**src/rtl/arp_sequencer.sv**
```systemverilog
// Arpeggiator: steps through held keys (up / down / up-down) with per-step gate timing.
// Optional macro ARP_LATCH_EN: play from a latched key pattern that survives key release.
module arp_sequencer #(
  parameter int NUM_KEYS = 8,
  parameter int CNT_W    = 16
) (
  input  logic                        CLK,
  input  logic                        RESET,
  input  logic                        Enable,
  input  logic [NUM_KEYS-1:0]         keys,
  input  logic [1:0]                  mode,
  input  logic [CNT_W-1:0]            countermax,
  input  logic [CNT_W-1:0]            gate,
  output logic [NUM_KEYS-1:0]         out,
  output logic                        step_strobe,
  output logic [$clog2(NUM_KEYS)-1:0] cur_idx
);

  localparam int IW = $clog2(NUM_KEYS);

  typedef enum logic [1:0] {
    ST_BYPASS = 2'd0,
    ST_WAIT   = 2'd1,
    ST_PLAY   = 2'd2
  } state_t;

  state_t              state_reg, state_next;
  logic [NUM_KEYS-1:0] out_reg, out_next;
  logic                strobe_reg, strobe_next;
  logic [IW-1:0]       idx_reg, idx_next;
  logic [CNT_W-1:0]    cnt_reg, cnt_next;
  logic                dir_reg, dir_next;      // 1 = scanning downward
  logic [NUM_KEYS-1:0] play_keys;
  logic [NUM_KEYS-1:0] onehot_next;
  logic [IW:0]         above, below;           // {found, index}
  logic [IW-1:0]       lowest, highest;

`ifdef ARP_LATCH_EN
  localparam bit LATCH_EN = 1'b1;
  logic [NUM_KEYS-1:0] latch_reg, latch_next;
  logic                released_reg;

  // The first press after an all-released interval replaces the pattern.
  always_comb begin
    latch_next = latch_reg;
    if (keys != '0)
      latch_next = released_reg ? keys : (latch_reg | keys);
  end

  always_ff @(posedge CLK) begin
    if (RESET) begin
      latch_reg    <= '0;
      released_reg <= 1'b1;
    end else begin
      latch_reg    <= latch_next;
      released_reg <= (keys == '0);
    end
  end

  assign play_keys = latch_next;
`else
  localparam bit LATCH_EN = 1'b0;
  assign play_keys = keys;
`endif

  function automatic logic [IW:0] first_above(input logic [NUM_KEYS-1:0] k, input logic [IW-1:0] from);
    logic [IW:0] r;
    r = '0;
    for (int i = NUM_KEYS - 1; i >= 0; i--)
      if (i > int'(from) && k[i]) r = {1'b1, IW'(i)};
    return r;
  endfunction

  function automatic logic [IW:0] first_below(input logic [NUM_KEYS-1:0] k, input logic [IW-1:0] from);
    logic [IW:0] r;
    r = '0;
    for (int i = 0; i < NUM_KEYS; i++)
      if (i < int'(from) && k[i]) r = {1'b1, IW'(i)};
    return r;
  endfunction

  function automatic logic [IW-1:0] lowest_held(input logic [NUM_KEYS-1:0] k);
    logic [IW-1:0] r;
    r = '0;
    for (int i = NUM_KEYS - 1; i >= 0; i--)
      if (k[i]) r = IW'(i);
    return r;
  endfunction

  function automatic logic [IW-1:0] highest_held(input logic [NUM_KEYS-1:0] k);
    logic [IW-1:0] r;
    r = '0;
    for (int i = 0; i < NUM_KEYS; i++)
      if (k[i]) r = IW'(i);
    return r;
  endfunction

  assign above   = first_above(play_keys, idx_reg);
  assign below   = first_below(play_keys, idx_reg);
  assign lowest  = lowest_held(play_keys);
  assign highest = highest_held(play_keys);

  always_comb begin
    state_next  = state_reg;
    idx_next    = idx_reg;
    cnt_next    = cnt_reg;
    dir_next    = dir_reg;
    strobe_next = 1'b0;
    case (state_reg)
      ST_BYPASS: begin
        if (Enable) state_next = ST_WAIT;
      end
      ST_WAIT: begin
        if (!Enable) begin
          state_next = ST_BYPASS;
        end else if (play_keys != '0) begin
          state_next  = ST_PLAY;
          cnt_next    = '0;
          strobe_next = 1'b1;
          dir_next    = (mode == 2'b01);
          idx_next    = (mode == 2'b01) ? highest : lowest;
        end
      end
      ST_PLAY: begin
        if (!Enable) begin
          state_next = ST_BYPASS;
        end else if (!LATCH_EN && play_keys == '0) begin
          state_next = ST_WAIT;
        end else if (cnt_reg >= countermax || (!LATCH_EN && !play_keys[idx_reg])) begin
          cnt_next    = '0;
          strobe_next = 1'b1;
          case (mode)
            2'b01: begin
              dir_next = 1'b1;
              idx_next = below[IW] ? below[IW-1:0] : highest;
            end
            2'b10: begin
              // Reverse at the outermost held key; a lone key just repeats.
              if (!dir_reg) begin
                if (above[IW]) idx_next = above[IW-1:0];
                else if (below[IW]) begin
                  idx_next = below[IW-1:0];
                  dir_next = 1'b1;
                end
              end else begin
                if (below[IW]) idx_next = below[IW-1:0];
                else if (above[IW]) begin
                  idx_next = above[IW-1:0];
                  dir_next = 1'b0;
                end
              end
            end
            default: begin
              dir_next = 1'b0;
              idx_next = above[IW] ? above[IW-1:0] : lowest;
            end
          endcase
        end else begin
          cnt_next = cnt_reg + CNT_W'(1);
        end
      end
      default: state_next = ST_BYPASS;
    endcase
  end

  genvar gi;
  generate
    for (gi = 0; gi < NUM_KEYS; gi++) begin : g_onehot
      assign onehot_next[gi] = (idx_next == IW'(gi));
    end
  endgenerate

  // Output is derived from the next state so note, index and strobe line up.
  always_comb begin
    out_next = '0;
    case (state_next)
      ST_BYPASS: out_next = keys;
      ST_PLAY: begin
        if (cnt_next < gate && play_keys[idx_next]) out_next = onehot_next;
      end
      default: out_next = '0;
    endcase
  end

  always_ff @(posedge CLK) begin
    if (RESET) begin
      state_reg  <= ST_BYPASS;
      out_reg    <= '0;
      strobe_reg <= 1'b0;
      idx_reg    <= '0;
      cnt_reg    <= '0;
      dir_reg    <= 1'b0;
    end else begin
      state_reg  <= state_next;
      out_reg    <= out_next;
      strobe_reg <= strobe_next;
      idx_reg    <= idx_next;
      cnt_reg    <= cnt_next;
      dir_reg    <= dir_next;
    end
  end

  assign out         = out_reg;
  assign step_strobe = strobe_reg;
  assign cur_idx     = idx_reg;

endmodule

```
**config.mk**
```make
export PLATFORM = sky130hd
export DESIGN_NAME = arp_sequencer
export DESIGN_NICKNAME = d
export VERILOG_FILES = /design/src/rtl/arp_sequencer.sv
export SDC_FILE = /design/constraint.sdc
export NUM_CORES = 1
export LEC_CHECK = 0
export CAP_MARGIN = 20
export CORE_ASPECT_RATIO = 0.8
export CORE_MARGIN = 1
export CORE_UTILIZATION = 50
export CTS_CLUSTER_DIAMETER = 30
export DETAILED_ROUTE_END_ITERATION = 16
export PLACE_DENSITY = 0.75
export RECOVER_POWER = 50
export SYNTH_ARGS = -nofsm -noshare
export SYNTH_HDL_FRONTEND = slang
export SYNTH_SLANG_ARGS = --single-unit
```
**constraint.sdc**
```tcl
create_clock -name CLK -period 7.25 [get_ports CLK]
set_input_delay 1.45 -clock CLK [delete_from_list [all_inputs] [get_ports CLK]]
set_output_delay 1.45 -clock CLK [all_outputs]
set_load 0.01 [all_outputs]
```
# [Word-level counts from Yosys, hierarchy flattened]
# Cells that the tools add are included.
[totals] register_bits=31 word_cells=146 in_bits=45
[classes] eq_ne=17 muxes=80 addsub=1 n_reduce_logical=24 magnitude_cmp=18
[op_table] operator="3-bit two-way mux" count=27
[op_table] operator="16-bit two-way mux" count=5
[op_table] operator="4-bit two-way mux" count=14
[op_table] operator="16-bit one-hot mux with 2 select lines" count=1
[op_table] operator="1-bit two-way mux" count=18
[op_table] operator="16-bit by 1-bit adder with 16-bit output (second input constant)" count=1
[op_table] operator="16-bit >= comparator" count=1
[op_table] operator="16-bit < comparator" count=1
[op_table] operator="8-bit one-hot mux with 2 select lines" count=1
[op_table] operator="1-bit logical AND" count=15
[op_table] operator="3-bit == test (second input constant)" count=4
[op_table] operator="3-bit > comparator (first input constant)" count=4
[op_table] operator="3-bit one-hot mux with 2 select lines" count=2
[op_table] operator="2-bit two-way mux" count=5
[op_table] operator="2-bit inequality test (second input constant)" count=5
[op_table] operator="3-bit < comparator (first input constant)" count=3
[op_table] operator="8-bit zero test" count=1
[op_table] operator="3-bit by 4-bit < comparator with 1-bit output (second input constant)" count=2
[op_table] operator="8-bit two-way mux" count=1
[op_table] operator="8-bit nonzero test" count=1
[op_table] operator="1-bit binary-select mux with 3-bit select" count=2
[op_table] operator="2-bit == test (second input constant)" count=3
[op_table] operator="3-bit by 2-bit == test with 1-bit output (second input constant)" count=2
[op_table] operator="2-bit by 3-bit > comparator with 1-bit output (first input constant)" count=2
[op_table] operator="13 further kinds" count=19

# [Logic depth before layout (Yosys ltp)]
[logic_depth] depth_word=22 mapped_depth=21

# [Least setup slack after synthesis]
# No wires, ideal clock.
[synth_path] path_kind="input to register" startpoint="input keys[0]" endpoint="register out_reg[3] (netlist: out[3])" arrival_time_ns=5.028 required_ns=7.149 slack_ns=2.121 stages=19 n_path_buf=4 cell_sequence="buf_2 -> inv_1 -> a221o_1 -> a2111o_1 -> and2_4 -> buf_6 -> or3_4 -> buf_6 -> buf_6 -> o41ai_4 -> ha_1 -> o21ai_0 -> a21oi_1 -> nor2b_1 -> o21ai_0 -> nand4_1 -> nor3b_1 -> nand2_1 -> o41ai_1"
[synth_via] elab_cells_between_ends=49 classes_between="1 x order compare; 2 x eq/ne; 39 x mux; 7 x reduce/logical"
[synth_lines] element="from (decl)" line_no="10" source="input logic [NUM_KEYS-1:0] keys,"
[synth_lines] element="1-bit binary-select mux with 3-bit select" line_no="129" source="end else if (cnt_reg >= countermax || (!LATCH_EN && !play_keys[idx_reg])) begin"
[synth_lines] element="1-bit two-way mux (not written as such)" line_no="129"
[synth_lines] element="1-bit zero test" line_no="129"
[synth_lines] element="1-bit logical OR" line_no="129"
[synth_lines] element="16-bit two-way mux" line_no="129"
[synth_lines] element="16-bit two-way mux" line_no="127" source="end else if (!LATCH_EN && play_keys == '0) begin"
[synth_lines] element="16-bit two-way mux" line_no="125" source="if (!Enable) begin"
[synth_lines] element="16-bit one-hot mux with 2 select lines *" line_no="109" source="case (state_reg)"
[synth_lines] element="named net cnt_next[2]" line_no="31" source="logic [CNT_W-1:0] cnt_reg, cnt_next;"
[synth_lines] element="16-bit < comparator *" line_no="179" source="if (cnt_next < gate && play_keys[idx_next]) out_next = onehot_next;"
[synth_lines] element="1-bit logical AND *" line_no="179"
[synth_lines] element="8-bit two-way mux *" line_no="179"
[synth_lines] element="8-bit one-hot mux with 2 select lines *" line_no="176" source="case (state_next)"
[synth_lines] element="to (signal assigned)" line_no="195" source="out_reg <= out_next;"
[synth_lines] element="to (decl)" line_no="28" source="logic [NUM_KEYS-1:0] out_reg, out_next;"
# The timed path passes the listed nets; every way through them passes the cells marked *. The select of a mux whose other input is x is not followed.
# A chain may end at the register's enable or synchronous reset.

# [Worst setup path in the final report]
[layout_path] startpoint="input keys[3]" endpoint="register out_reg[1] (netlist: out[1])"
# The elaborated chain is that of the path after synthesis.

==> metrics.cfg <==
[outcome]
outcome = completed

[critical_path]
crit_path_start_kind = input pin
critPathMaxFanout = 27
criticalPathCategory = in -> reg
required_ns = 7.43
cp.arrival_ns = 6.36
cp-end-kind = register

[clocking]
clk_latency_ns = 0.29
cts_setup_buffers = 0
h-tree-depth = 2
clockBufferDepth = 2
cts_resized = 0
cts_tree = done
numCtsBuffers = 5
clock_sinks = 31
cts_hold_buf = 0
root_buffer = clkbuf_8
clk_pin_slew_ns = 0.08

[placement]
placed_cell_area_um2 = 4210
place_ws_ns = 0.981
dp_hpwl_um = 8750
placed_cells = 616
gp_congestion = 0.934
portBuffers = 56

[timing]
fin_tns_setup_ns = 0
max_freq_ghz = 0.162
setup_ws_ns = 1.07
rsz0062_at_grt = false
post-route-period-util_pct = 85.2
worst_slew_pin_slew_ns = 1.37
slew_violations = 0
min_period_ns = 6.18
hold_violations = 0
finClkSkew_ns = 0.0121
worst_slew_margin_rel_pct = 8.56
setup_viol = 0

[grt]
antenna_found_initial = 0
grt.total_usage_pct = 30.0
grt_pass1_vias = 3561
grt_overflow = 0
grt_pass1_wl_um = 18300
grt_max_degree = 32

[synth]
yosysUniqueCellTypes = 71
syn_area_um2 = 3650
synth-seq-area-share_pct = 17.0
ys_seq_elements = 31
synth_edf_count = 0
synth_top_cell_by_area = dfxtp_1
syn_area_per_cell_um2 = 7.35
synthFlopType = dfxtp_1
ys_async_sr_fraction_pct = 0
netlist_instances = 497
synth_top_area_share_pct = 17.0
syn-num-nets = 580
yosys-top-cells-area = dfxtp_1 (17%), ha_1 (13%), inv_1 (5.3%)
yosysWarnings = 0

[cells_and_area]
stdcell_count = 624
nFillCells = 621
final_nets = 619
drive_gt1_share_pct = 5.59
area_growth_pct = 18.0
diodes = 0
largest_reg_flops = 16
finish.utilization_pct = 62.0
stdcell_area_um2 = 4310
ff_latch_area_um2 = 621
multi_input_area_um2 = 2690

[hold_path]
hp-class = reg -> reg

[drt]
drc = 0
drt-initial-drc-count = 326
routed_wl_um = 11400
wire_per_inst_um = 18.3
antenna_left = 0
vias = 3939
vias_per_cell = 6.31
dr.pass1.iters = 5

[floorplanning]
ios = 57
initial_core_util_pct = 52.5
rows = 27
core_um2 = 6960
dieHeight_um = 78.5
dieArea_um2 = 7660
die_width_um = 97.6

[job]
maxCapViolations = 0

[pwr]
vdd_ir_drop_max_v = 0.0000900
leakage_uw = 0.00195
power_density_nw_per_um2 = 136

routing by layer:
| metal | part of all wire [%] | vias to the layer above | track usage (%) |
|---|---|---|---|
| met3 | 8.2 | 14 | 5.70 |
| met5 | 0 | - | 0 |
| met2 | 40 | 183 | 42.4 |
| met4 | 0.84 | 0 | 5.44 |
| met1 | 51 | 1832 | 46.3 |
| li1 | - | 1910 | - |
per-stage QoR:
stage                     total power, uW  hold slack, ns
after floorplan                       329           0.491
after global placement                406           0.553
after detailed placement              407           0.555
after CTS                             586           0.567
after global routing                  620           0.626
final                                 585           0.577
layout make-up:
class | count | area share, %
timing repair buffer | 60 | 13.5
clock inverter | 3 | 1.02
multi-input combinational | 386 | 62.4
clock buffer | 5 | 1.60
tap | 87 | 2.52
inverter | 52 | 4.52
sequential | 31 | 14.4
power by group:
part / switching (uW) / internal, uW / leakage, uW
Clock: 75.8 / 102 / 0.0000581
Sequential: 8.30 / 180 / 0.000252
Combinational: 126 / 91.8 / 0.00164
Total: 211 / 374 / 0.00195
path summary, 6_finish.rpt:
| path | start | to | slack, ns | cells after the start |
|---|---|---|---|---|
| min | dir_reg | dir_reg | 0.58 | 2 |
| max | keys[3] | out[1] | 1.07 | 17 |
| min reg2reg | dir_reg | dir_reg | 0.58 | 2 |
| max reg2reg | cur_idx[0] | out[1] | 2.12 | 17 |
worst max-delay path, stage by stage:
cell	delay [ns]
dlygate4sd3_1	0.85
mux2i_1	0.14
a221o_1	0.37
a2111o_1	0.49
and2_4	0.22
or3_4	0.54
nor4_1	0.33
a21o_1	0.15
ha_1	0.15
nand2_1	0.07
nor4_1	0.47
o211ai_1	0.15
or3_1	0.32
nor3_1	0.29
nor3b_1	0.11
nand2_1	0.14
o31ai_1	0.10
cells by family after synthesis:
logic type,synth area share (%)
adder cells (fa/ha/maj),13.3
multiplexers,1.71
flip-flops,17.0
AO/OA/AOI/OAI,31.5
AND/OR/NAND/NOR,27.2
buffers and inverters,9.31
cell usage after synthesis, drive strengths merged, types with 11 or more instances:
master / instances
nand3: 14
inv: 52
o21ai: 38
nor3: 13
a21o: 16
dfxtp: 31
and2b: 11
buf: 11
a21oi: 30
ha: 38
clkbuf: 17
nand2: 41
nor2: 30
placed cells by master, fill, tap and decap left out, types with 3 or more instances in the layout:
| master | n |
|---|---|
| nor4_1 | 9 |
| o21a_1 | 5 |
| o2111ai_1 | 3 |
| or3_1 | 4 |
| nor3_1 | 7 |
| a21oi_1 | 30 |
| nor3b_2 | 3 |
| and2b_1 | 11 |
| mux2i_1 | 4 |
| o32a_1 | 3 |
| a22oi_1 | 5 |
| nor3_2 | 6 |
| a21o_1 | 16 |
| dfxtp_1 | 31 |
| ha_1 | 38 |
| o21ai_0 | 26 |
| o211ai_1 | 4 |
| and2_1 | 6 |
| clkbuf_8 | 5 |
| nand2b_1 | 4 |
| nand4_1 | 6 |
| o21ai_1 | 12 |
| nor2b_1 | 10 |
| o41ai_1 | 3 |
| o221ai_1 | 3 |
| a31oi_1 | 6 |
| nor2_1 | 30 |
| or2_2 | 3 |
| nand3_1 | 14 |
| dlygate4sd3_1 | 12 |
| a21boi_0 | 3 |
| inv_1 | 52 |
| nor3b_1 | 3 |
| nand2_1 | 41 |
| and3_1 | 7 |
| o31ai_1 | 10 |
| o22ai_1 | 4 |
| a221oi_1 | 4 |
| clkdlybuf4s50_1 | 44 |
Note: power is estimated with default switching activity, not from simulation.
